## src/rtl/icache_direct.sv

```systemverilog
// Direct-mapped instruction cache: one outstanding fetch, line refill over an
// INCR burst, sticky refill error reported as SLVERR and never cached.
module icache_direct #(
   parameter int LINE_WORDS = 4,
   parameter int SETS       = 16
) (
   input  logic        clk,
   input  logic        rst,
   input  logic        fence_i,
   input  logic [31:0] ifu_araddr,
   input  logic        ifu_arvalid,
   output logic        ifu_arready,
   output logic [31:0] ifu_rdata,
   output logic [1:0]  ifu_rresp,
   output logic        ifu_rvalid,
   input  logic        ifu_rready,
   output logic [31:0] icache_araddr,
   output logic        icache_arvalid,
   input  logic        icache_arready,
   output logic [7:0]  icache_arlen,
   output logic [1:0]  icache_arburst,
   input  logic [31:0] icache_rdata,
   input  logic [1:0]  icache_rresp,
   input  logic        icache_rvalid,
   output logic        icache_rready,
   input  logic        icache_rlast
);

   localparam int OFF_W = $clog2(LINE_WORDS);
   localparam int IDX_W = $clog2(SETS);
   localparam int TAG_W = 30 - OFF_W - IDX_W;
   localparam int CNT_W = OFF_W + 1;

   // Handshakes: a transfer happens on a rising edge where valid and ready are both 1;
   // the source holds payload stable while valid=1 and ready=0.
   typedef enum logic [2:0] {IDLE, CHECK, MISS_AR, MISS_R, RESP} state_t;

   state_t state, state_next;

   logic [31:0]      addr_q;
   logic [SETS-1:0]  valid_q;
   logic [TAG_W-1:0] tag_mem  [SETS];
   logic [31:0]      data_mem [SETS*LINE_WORDS];
   logic [CNT_W-1:0] cnt_q;
   logic             err_q;
   logic             fenced_q;
   logic [31:0]      resp_data_q;
   logic [1:0]       resp_resp_q;

   logic [TAG_W-1:0] req_tag;
   logic [IDX_W-1:0] req_idx;
   logic [OFF_W-1:0] req_off;
   logic             hit;
   logic             beat;
   logic             beat_err;
   logic             err_next;
   logic             unused_low_bits;

   assign req_tag = addr_q[31 -: TAG_W];
   assign req_idx = addr_q[2+OFF_W +: IDX_W];
   assign req_off = addr_q[2 +: OFF_W];
   assign hit     = valid_q[req_idx] && (tag_mem[req_idx] == req_tag);
   assign beat    = (state == MISS_R) && icache_rvalid;

   // Counter MSB set means LINE_WORDS beats already arrived: any further beat is an overrun.
   assign beat_err = (icache_rresp != 2'b00) || cnt_q[OFF_W] ||
                     (icache_rlast && (cnt_q != CNT_W'(LINE_WORDS - 1)));
   assign err_next = err_q | beat_err;

   assign unused_low_bits = ^{addr_q[1:0], ifu_araddr[1:0]};

   always_ff @(posedge clk) begin
      if (rst) state <= IDLE;
      else     state <= state_next;
   end

   always_comb begin
      state_next     = state;
      ifu_arready    = 1'b0;
      ifu_rvalid     = 1'b0;
      ifu_rdata      = 32'h0;
      ifu_rresp      = 2'b00;
      icache_arvalid = 1'b0;
      icache_araddr  = 32'h0;
      icache_arlen   = 8'h0;
      icache_arburst = 2'b00;
      icache_rready  = 1'b0;
      case (state)
         IDLE: begin
            ifu_arready = 1'b1;
            if (ifu_arvalid) state_next = CHECK;
         end
         CHECK: state_next = hit ? RESP : MISS_AR;
         MISS_AR: begin
            icache_arvalid = 1'b1;
            icache_araddr  = {addr_q[31:2+OFF_W], {(OFF_W+2){1'b0}}};
            icache_arlen   = 8'(LINE_WORDS - 1);
            icache_arburst = 2'b01;
            if (icache_arready) state_next = MISS_R;
         end
         MISS_R: begin
            icache_rready = 1'b1;
            if (icache_rvalid && icache_rlast) state_next = RESP;
         end
         RESP: begin
            ifu_rvalid = 1'b1;
            ifu_rdata  = resp_data_q;
            ifu_rresp  = resp_resp_q;
            if (ifu_rready) state_next = IDLE;
         end
         default: state_next = IDLE;
      endcase
      if (rst) begin
         state_next     = IDLE;
         ifu_arready    = 1'b0;
         ifu_rvalid     = 1'b0;
         ifu_rdata      = 32'h0;
         ifu_rresp      = 2'b00;
         icache_arvalid = 1'b0;
         icache_araddr  = 32'h0;
         icache_arlen   = 8'h0;
         icache_arburst = 2'b00;
         icache_rready  = 1'b0;
      end
   end

   always_ff @(posedge clk) begin
      if (rst) begin
         addr_q      <= 32'h0;
         valid_q     <= '0;
         cnt_q       <= '0;
         err_q       <= 1'b0;
         fenced_q    <= 1'b0;
         resp_data_q <= 32'h0;
         resp_resp_q <= 2'b00;
      end else begin
         if (state == IDLE && ifu_arvalid) addr_q <= ifu_araddr;
         if (state == CHECK) begin
            fenced_q <= 1'b0;
            if (hit) begin
               resp_data_q <= data_mem[{req_idx, req_off}];
               resp_resp_q <= 2'b00;
            end
         end
         if (state == MISS_AR && icache_arready) begin
            cnt_q <= '0;
            err_q <= 1'b0;
         end
         // A fence seen anywhere in the refill means the returning line may be stale.
         if (fence_i && (state == MISS_AR || state == MISS_R)) fenced_q <= 1'b1;
         if (beat) begin
            if (!cnt_q[OFF_W]) cnt_q <= cnt_q + CNT_W'(1);
            err_q <= err_next;
            if (cnt_q == {1'b0, req_off}) resp_data_q <= icache_rdata;
            if (icache_rlast) begin
               resp_resp_q      <= err_next ? 2'b10 : 2'b00;
               valid_q[req_idx] <= !err_next && !fenced_q && !fence_i;
            end
         end
         if (fence_i) valid_q <= '0;
      end
   end

   always_ff @(posedge clk) begin
      if (!rst && beat && !cnt_q[OFF_W]) data_mem[{req_idx, cnt_q[OFF_W-1:0]}] <= icache_rdata;
      if (!rst && beat && icache_rlast) tag_mem[req_idx] <= req_tag;
   end

endmodule

```

## config.mk

```make
export PLATFORM = sky130hd
export DESIGN_NAME = icache_direct
export DESIGN_NICKNAME = d
export VERILOG_FILES = /design/src/rtl/icache_direct.sv
export SDC_FILE = /design/constraint.sdc
export NUM_CORES = 2
export LEC_CHECK = 0
export CORE_MARGIN = 5
export CORE_UTILIZATION = 67
export DETAILED_ROUTE_END_ITERATION = 8
export PLACE_DENSITY = 0.85
export REMOVE_ABC_BUFFERS = 1
export SYNTH_ARGS = -nofsm -noshare
export SYNTH_HDL_FRONTEND = slang
export SYNTH_SLANG_ARGS = --single-unit
```

## constraint.sdc

```tcl
create_clock -name clk -period 10.45 [get_ports clk]
set_input_delay 3.135 -clock clk [delete_from_list [all_inputs] [get_ports clk]]
set_output_delay 3.135 -clock clk [all_outputs]
set_load 0.03 [all_outputs]
```

==> summary.md <==
| Metric | Value |
|---|---|
| Overall die width | `391 um` |
| Worst path slowest cell | `clkdlybuf4s50_1` |
| Leading cell type in the layout, fill and taps excluded | `edfxtp_1` |
| Num rows | `140` |
| Largest net degree at the start of global routing | `153` |
| Port-buffer cells | `140` |
| Syn-to-layout area delta | `12.1%` |
| Post-DP Area | `0.102 sq mm` |
| Core ar. | `0.145 sq mm` |
| CP Launch Type | `input port` |
| Sequential share of the synthesized area | `0.769` |
| Total routed wirelength | `300000 um` |
| CP Launch Point | `rst` |
| Tot GR Track Use | `0.393` |
| Worst slew margin | `0.0102` |
| # Post-CTS Setup Buffers | `0` |
| Synth Area per Inst | `22.8 sq um` |
| Register bit total from synthesis | `2526` |
| Max rail drop VDD | `0.197 mV` |
| Post-synth ARST share | `0` |
| Vias per std cell | `7.82` |
| Vias in the first global route | `52300` |
| Initial antenna violation count | `24` |
| Filler cells | `6883` |
| CTS Hold Bufs | `0` |
| Syn. warnings | `0` |
| Mapped Cells | `4274` |
| Clk pin slew, worst setup/hold paths | `60 ps` |
| DPL Wire Length | `143000 um` |
| FMAX | `117 MHz` |
| Grt ovf | `0` |
| Final Hold Viols | `0` |
| Detail Route Antenna Nets | `0` |
| Root Driver | `clkbuf_16` |
| CTS Sinks | `2526` |
| Share of layout cells above drive strength 1 | `0.287` |
| H-tree depth | `4` |
| DIE AREA | `0.153 sq mm` |
| Max-cap check violation count | `1` |
| Final-report setup violation count | `0` |
| Slowest stage delay, CP | `710 ps` |
| Post-Route Utilization | `0.753` |
| IO Count | `154` |
| Skew final | `97.6 ps` |
| Most frequent cells in the layout | `2432 x edfxtp_1, 745 x mux4_2, 231 x clkbuf_16, 141 x nand2_1, 121 x buf_4` |
| Main synth FF type | `edfxtp_1` |
| Tcrit/Tclk final | `0.821` |
| Failing checks | `max-capacitance violations` |
| Post-synth EDFFs | `2432` |
| CP most frequent cell | `buf_4` |
| Post-CTS Resized | `0` |
| Initial DRT Pass Iterations | `8` |
| Leakage | `33.4 nW` |
| Worst path cell trace | `buf_2, buf_4, nor3_2, buf_4, and2_1, clkdlybuf4s50_1` |
| CTS Buffer Depth | `3` |
| Initial DRC Count | `10400` |
| Nets@finish | `4607` |
| First-pass GRT wire length | `411000 um` |
| Tightest Hold Check Type | `reg -> reg` |
| Crit end category | `output pin` |
| Worst-margin pin slew | `1480 ps` |
| DRC viols | `0` |
| Die Ht | `391 um` |
| Fin area | `0.109 sq mm` |
| Clock Latency Late Sink | `910 ps` |
| Initial core utilization | `0.672` |
| Drt wl/cell | `45.1 um` |
| CP Max Fanout | `35` |
| Final Wtd Congestion | `0.832` |
| Total CTS buffers | `230` |
| WS Path Type | `in -> out` |
| Pwr dens | `194 mW/mm^2` |
| Outcome | `finished, violations left` |
| CP arrival | `5440 ps` |
| Tmin final | `8580 ps` |
| Vias | `52100` |
| RSZ-0062 raised after global routing | `no` |
| CTS tree | `yes` |
| Worst path required time | `7320 ps` |
| Synth cell types | `67` |
| Fin. max-slew vios | `0` |
| Hold path start | `resp_resp_q[1]$_SDFF_PP0_` |
| Cell Area, Synth | `0.0974 sq mm` |
-- synthesized netlist by cell type, types with 15 or more instances --
master	n	share of area
buf_4	20	0.0015
nand2_1	141	0.0054
mux4_2	745	0.17
o21ai_1	27	0.0014
buf_2	22	0.0011
edfxtp_1	2432	0.75
and2_1	65	0.0042
a21oi_1	62	0.0032
o21ai_0	31	0.0016
clkbuf_1	132	0.0051
nor2_1	116	0.0045
mux2i_1	114	0.012
nor3_1	17	0.00087
dfxtp_1	94	0.019
a22oi_1	15	0.0012
buf_1	62	0.0024
-- report_power, final --
part / internal [W] / switching (W) / leakage, nW
registers: 0.0111 / 0.0000753 / 22.8
logic: 0.000528 / 0.000715 / 6.87
clock network: 0.00473 / 0.00404 / 3.71
total: 0.0164 / 0.00483 / 33.4
-- critical path: cells and delay by family --
| family | cells | cell delay (ps) |
|---|---|---|
| AND/OR/NAND/NOR | 2 | 440 |
| buffers and inverters | 4 | 1810 |
-- final timing paths --
path	endpoint	slack, ps	cells after the start
max	ifu_rdata[7]	1870	6
min	resp_resp_q[1]$_SDFF_PP0_	470	2
max reg2reg	resp_data_q[19]$_SDFF_PP0_	4870	12
min reg2reg	resp_resp_q[1]$_SDFF_PP0_	470	2
-- cell type report --
class                      count  area [sq um]  share of cell area
antenna                       12          30.0            0.000275
clock buffer                 276          6020              0.0551
clock inverter               155          1630              0.0149
inverter                      11          43.8            0.000401
multi-input combinational   1495         21900               0.200
sequential                  2526         74900               0.686
tap                         1917          2400              0.0220
timing repair buffer         268          2280              0.0209
-- state kept, by name, indices dropped and copies added, names as in the netlist, named ones only --
signal	cells
addr_q	30
cnt_q	3
data_mem	2048
err_q	1
fenced_q	1
resp_data_q	32
resp_resp_q	2
state	3
tag_mem	384
valid_q	16
-- per-stage QoR --
step	hold WS [ps]	cells	total power (W)	setup WS [ps]	setup TNS (ps)
3_3_place_gp	457	6217	0.0125	2030	0
6_report	473	6660	0.0212	1870	0
3_5_place_dp	462	6217	0.0126	1980	0
5_1_grt	498	6656	0.0217	1830	0
4_1_cts	470	6648	0.0211	1920	0
2_1_floorplan	437	4032	0.0127	-12350	-435690
-- metal layers --
metal  vias to the layer above  GRT usage  share of wire
met5                         -          0        0.00051
met4                        22      0.241          0.080
met2                      6053      0.620           0.48
met1                     26100      0.489           0.29
met3                      1381      0.118           0.15
li1                      18500          -              -
-- kinds of logic (layout without fill, tap and decap cells) --
group	Yosys count	in the layout	share of synthesized area
mux	866	866	0.185
flops	2526	2526	0.769
xor+xnor	24	24	0.00216
compound gates	188	188	0.0119
buf+inv	263	710	0.0126
other cells	1	23	0.0000385
fa+ha+maj	1	1	0.000128
simple gates	405	405	0.0194
No activity file was read; power rests on OpenSTA's default activity.
